[src/rtl/option_rom_read_sequencer.sv]
// option_rom_read_sequencer: turns BAR-5 read requests into ROM DWORD reads buffered as completion payload beats
module option_rom_read_sequencer #(
  parameter int ROM_SIZE   = 65536,
  parameter int FIFO_DEPTH = 4
) (
  input  logic        clk,
  input  logic        reset_n,
  input  logic        req_valid,
  output logic        req_ready,
  input  logic [31:0] req_addr,
  input  logic [9:0]  req_len,
  input  logic [7:0]  req_tag,
  output logic        rom_rd_en,
  output logic [31:0] rom_addr,
  input  logic [31:0] rom_rd_data,
  output logic        cpl_valid,
  input  logic        cpl_ready,
  output logic [31:0] cpl_data,
  output logic [7:0]  cpl_tag,
  output logic        cpl_first,
  output logic        cpl_last,
  output logic [11:0] cpl_byte_count,
  output logic        cpl_oor,
  output logic        busy
);
  localparam int AW = $clog2(FIFO_DEPTH);
  typedef enum logic [1:0] {IDLE, ISSUE, DRAIN} state_t;
  typedef struct packed {
    logic [31:0] data;
    logic [7:0]  tag;
    logic        first;
    logic        last;
    logic [11:0] byte_count;
    logic        oor;
  } entry_t;
  state_t        state;
  logic [29:0]   addr;
  logic [10:0]   remaining;
  logic [7:0]    tag;
  logic          first;
  entry_t        mem [FIFO_DEPTH];
  logic [AW-1:0] wr_ptr, rd_ptr;
  logic [AW:0]   count;
  logic          full, pop, issue, in_range;
  entry_t        head;
  assign in_range       = {addr, 2'b00} < 32'(ROM_SIZE);
  assign full           = count == (AW+1)'(FIFO_DEPTH);
  assign cpl_valid      = count != '0;
  assign pop            = cpl_valid && cpl_ready;
  assign issue          = state == ISSUE && (!full || pop);
  assign rom_rd_en      = issue && in_range;
  assign rom_addr       = {addr, 2'b00};
  assign req_ready      = state == IDLE;
  assign busy           = state != IDLE;
  assign head           = cpl_valid ? mem[rd_ptr] : '0;
  assign cpl_data       = head.data;
  assign cpl_tag        = head.tag;
  assign cpl_first      = head.first;
  assign cpl_last       = head.last;
  assign cpl_byte_count = head.byte_count;
  assign cpl_oor        = head.oor;
  // Request FSM: latch the request, issue one beat per free FIFO slot, then wait for the drain
  always_ff @(posedge clk) begin
    if (!reset_n) begin
      state     <= IDLE;
      addr      <= '0;
      remaining <= '0;
      tag       <= '0;
      first     <= 1'b0;
    end else begin
      case (state)
        IDLE: if (req_valid) begin
          addr      <= req_addr[31:2];
          remaining <= {req_len == 10'd0, req_len};
          tag       <= req_tag;
          first     <= 1'b1;
          state     <= ISSUE;
        end
        ISSUE: if (issue) begin
          addr      <= addr + 30'd1;
          remaining <= remaining - 11'd1;
          first     <= 1'b0;
          state     <= remaining == 11'd1 ? DRAIN : ISSUE;
        end
        DRAIN: state <= (count == '0 || (pop && count == (AW+1)'(1))) ? IDLE : DRAIN;
        default: state <= IDLE;
      endcase
    end
  end
  // FIFO pointers and occupancy; reset flushes every buffered beat
  always_ff @(posedge clk) begin
    if (!reset_n) begin
      wr_ptr <= '0;
      rd_ptr <= '0;
      count  <= '0;
    end else begin
      wr_ptr <= wr_ptr + AW'(issue);
      rd_ptr <= rd_ptr + AW'(pop);
      count  <= count + (AW+1)'(issue) - (AW+1)'(pop);
    end
  end
  // FIFO storage; out-of-range beats carry zero data and the oor flag
  always_ff @(posedge clk) begin
    if (issue) mem[wr_ptr] <= {in_range ? rom_rd_data : 32'd0, tag, first, remaining == 11'd1, remaining[9:0], 2'b00, !in_range};
  end
endmodule
[config.mk]
export PLATFORM = sky130hd
export DESIGN_NAME = option_rom_read_sequencer
export DESIGN_NICKNAME = d
export VERILOG_FILES = /design/src/rtl/option_rom_read_sequencer.sv
export SDC_FILE = /design/constraint.sdc
export NUM_CORES = 1
export LEC_CHECK = 0
export CORE_MARGIN = 2
export CORE_UTILIZATION = 40
export DETAILED_ROUTE_END_ITERATION = 8
export HOLD_SLACK_MARGIN = 0.12
export PLACE_DENSITY = 0.67
export RECOVER_POWER = 50
export SLEW_MARGIN = 25
export SYNTH_ARGS = -nofsm -noshare
export SYNTH_HDL_FRONTEND = slang
export SYNTH_SLANG_ARGS = --single-unit
[constraint.sdc]
create_clock -name clk -period 7.6 [get_ports clk]
set_input_delay 1.14 -clock clk [delete_from_list [all_inputs] [get_ports clk]]
set_output_delay 1.14 -clock clk [all_outputs]
set_load 0.05 [all_outputs]
==> run metrics <==
slew margin rel. -89.34%; clock root buffer clkbuf_16; final clock skew around 9.1 ps; GRT overflow 0; Cell Int Power around 3.2 mW; area grow syn2layout 24.95%; row count between 60 and 70; # resized after CTS 0; Sum Neg Setup Slack 0 ps; P_sw 1.758 mW; H-tree levels 1; failing checks max-capacitance violations, max-slew violations; Power Density 336.5 mW/mm2; DRC viols 0; Crit Path Max Fanout between 50 and 60; combinational cell fraction of total power a little over a third; Gate Count Post-Synth 837; clock power share a little over a quarter; WL final ~27 mm; Sw Share between 30% and 40%; fillers roughly 2500; worst vdd ir 0.2148 mV; TritonCTS Sinks around 270; number of max-cap violations 3; CP required 6460 ps; Synth warnings 0; worst skew pair latency roughly 530 ps; highest-delay cell along the critical path clkbuf_1; status finished, violations left; startpoint type of the worst setup path flop; largest cells by area after synthesis edfxtp_1 54%, mux4_2 10%, dfxtp_1 10%; post-synth top area share a little over half; initial antenna violation count 1; WP data arrival 4190 ps; Post-CTS Hold Fix Bufs 0; period utilisation layout between 70% and 80%; RSZ-0062 raised after global routing no; Cell Area, Synth around 0.012 mm2; Sequential Power Share approximately 37%; P_leak ~4.9 nW; CTS Buf Count 29; Core Region between 0.02 and 0.03 mm2; CTS tree done; first-pass GRT wire length about 42 mm; ratio of cells with drive above 1 in the final layout 11.46%; Final setup viols 0; Die Y around 180 um; predominant post-synthesis flop cell edfxtp_1; register area share after synthesis between 60% and 70%; Yosys cell types 67; Die Width roughly 180 um; number of synthesized flops with an enable pin around 210; CP peak stage delay 2020 ps; placed wire-length estimate between 15 and 20 mm; Post-DRT Antenna Nets 0; Ports between 150 and 200; hold crit path type flop to flop; critical-path cell list nor3_2, clkbuf_1, nor2b_1, clkdlybuf4s50_1; Slew Limit Fails around 100; Worst Setup Path Type flop to primary output; largest area contributor in the netlist edfxtp_1; vias in the first global route approximately 7500; Worst-path clk slew around 60 ps; largest net degree at the start of global routing 63; total chip power around 4.9 mW; Iteration-0 DRC Markers ~490; CP endpoint kind primary output; Peak Freq ~0.19 GHz; DR vias 7517; Post-synth ARST share 0%; final hold violations 0; Mapped Avg Cell Area roughly 14 um2; slew of the pin with the lowest slew margin around 2800 ps; # nets final roughly 1100; Placer Congestion 0.8341; Initial Util around two fifths; Tot GR Track Use 17.32%; Vias per Instance 5.346; Yosys reg bits 271; area of the die between 0.03 and 0.04 mm2; Port Buffer Count between 150 and 200; clk buf depth 3; Tmin final between 5000 and 6000 ps; wire per inst 18.95 um; WP buf/inv 2; kind of cell adding the most delay to the critical path buffers and inverters; Post-CTS Setup Bufs 0; number of iterations in the first detailed-routing pass 5
==> power by group through the flow <==
stage,logic (mW),clock network (mW),registers [mW]
after CTS,1.80,1.35,1.83
after floorplan,1.21,0,1.87
final,1.77,1.32,1.83
after detailed placement,1.80,0,1.86
after global placement,1.79,0,1.86
after global routing,1.89,1.42,1.85
==> final timing paths <==
check | cells after the start | to | slack, ps | startpoint
hold reg to reg | 1 | remaining[10] | 500 | remaining[10]
setup / recovery | 4 | cpl_first | 2270 | count[2]
hold / removal | 1 | remaining[10] | 500 | remaining[10]
setup reg to reg | 10 | count[2] | 3180 | count[2]
==> synthesized netlist by cell type, types with 3 or more instances <==
cell	instances
buf_2	8
nand4_1	13
mux2i_1	6
xnor2_1	4
nand3_1	25
ha_1	7
nor2_1	45
buf_1	3
clkbuf_8	3
a22oi_1	6
edfxtp_1	212
a32o_1	3
and2_1	39
inv_1	14
o22ai_1	10
a21oi_1	36
o311ai_0	3
buf_6	3
o211ai_1	4
nor4_1	13
a31oi_1	5
nor3_1	11
a2bb2oi_1	3
o21ai_0	24
nand2_1	69
nor2b_1	54
dfxtp_1	59
and3_1	7
o31ai_1	3
a311oi_1	4
a211oi_1	4
nor3b_1	4
clkbuf_1	34
or4_1	3
mux4_2	53
buf_4	5
==> cell usage in the layout (no fill, tap or decap), types with 4 or more instances in the layout <==
cell / synthesis / layout
dlygate4sd3_1: 0 / 26
and3_1: 7 / 6
o22ai_1: 10 / 10
nand2_1: 69 / 69
a311oi_1: 4 / 4
inv_1: 14 / 14
nor4_1: 13 / 13
dfxtp_1: 59 / 57
a21oi_1: 36 / 35
o21ai_0: 24 / 25
a22oi_1: 6 / 6
and2_1: 39 / 7
a31oi_1: 5 / 5
edfxtp_1: 212 / 212
nor3_1: 11 / 10
mux4_2: 53 / 53
and2_0: 0 / 32
buf_4: 5 / 10
nand3_1: 25 / 25
xnor2_1: 4 / 4
ha_1: 7 / 7
conb_1: 1 / 4
o211ai_1: 4 / 4
clkbuf_1: 34 / 16
clkdlybuf4s50_1: 0 / 144
mux2i_1: 6 / 6
clkinv_1: 0 / 5
nand4_1: 13 / 13
nor2b_1: 54 / 54
a211oi_1: 4 / 4
nor2_1: 45 / 44
clkbuf_16: 0 / 29
==> metrics by stage <==
step	instance area [um2]	hold WS, ps	worst slack [ps]	instances	util [%]
finish	14640	497.1	2273	1406	50.86
global route	14640	519.9	1835	1405	50.85
floorplan	11730	460.0	1561	840	-
global placement	13770	473.6	2890	1353	47.84
CTS	14670	494.1	2780	1405	50.97
detailed placement	13780	480.4	2787	1353	47.89
==> routing by layer <==
layer / global-route usage [%] / share of wire, % / vias to the layer above
met5: 0 / 0 / -
li1: - / - / 3535
met1: 24.17 / 44 / 3714
met3: 3.438 / 6.8 / 25
met2: 28.53 / 48 / 243
met4: 3.056 / 1.2 / 0
==> cell type report <==
type / instances / area [um2] / area share [%]
diodes: 1 / 2.502 / 0.01710
clock buffers: 41 / 780.7 / 5.334
clock inverters: 11 / 106.4 / 0.7266
inverters: 14 / 52.55 / 0.3590
multi-input cells: 499 / 3867 / 26.42
flip-flops and latches: 271 / 7552 / 51.59
well taps: 384 / 480.5 / 3.282
repair buffers: 185 / 1795 / 12.27
==> flip-flops by register name, indices dropped and copies added (netlist names) <==
register,flops
count,3
mem,212
state,2
remaining,11
addr,30
tag,8
wr_ptr,2
rd_ptr,2
first,1
==> logic make-up (layout without fill, tap and decap cells) <==
logic type	count (synthesis)	in the layout	synth area share [%]
compound gates	124	124	6.825
xor+xnor	4	4	0.2990
fa+ha+maj	8	8	0.9185
buf+inv	70	251	2.937
flops	271	271	64.42
mux	59	59	10.70
other cells	1	5	0.03201
simple gates	300	300	13.86
Note: power is estimated with default switching activity, not from simulation.
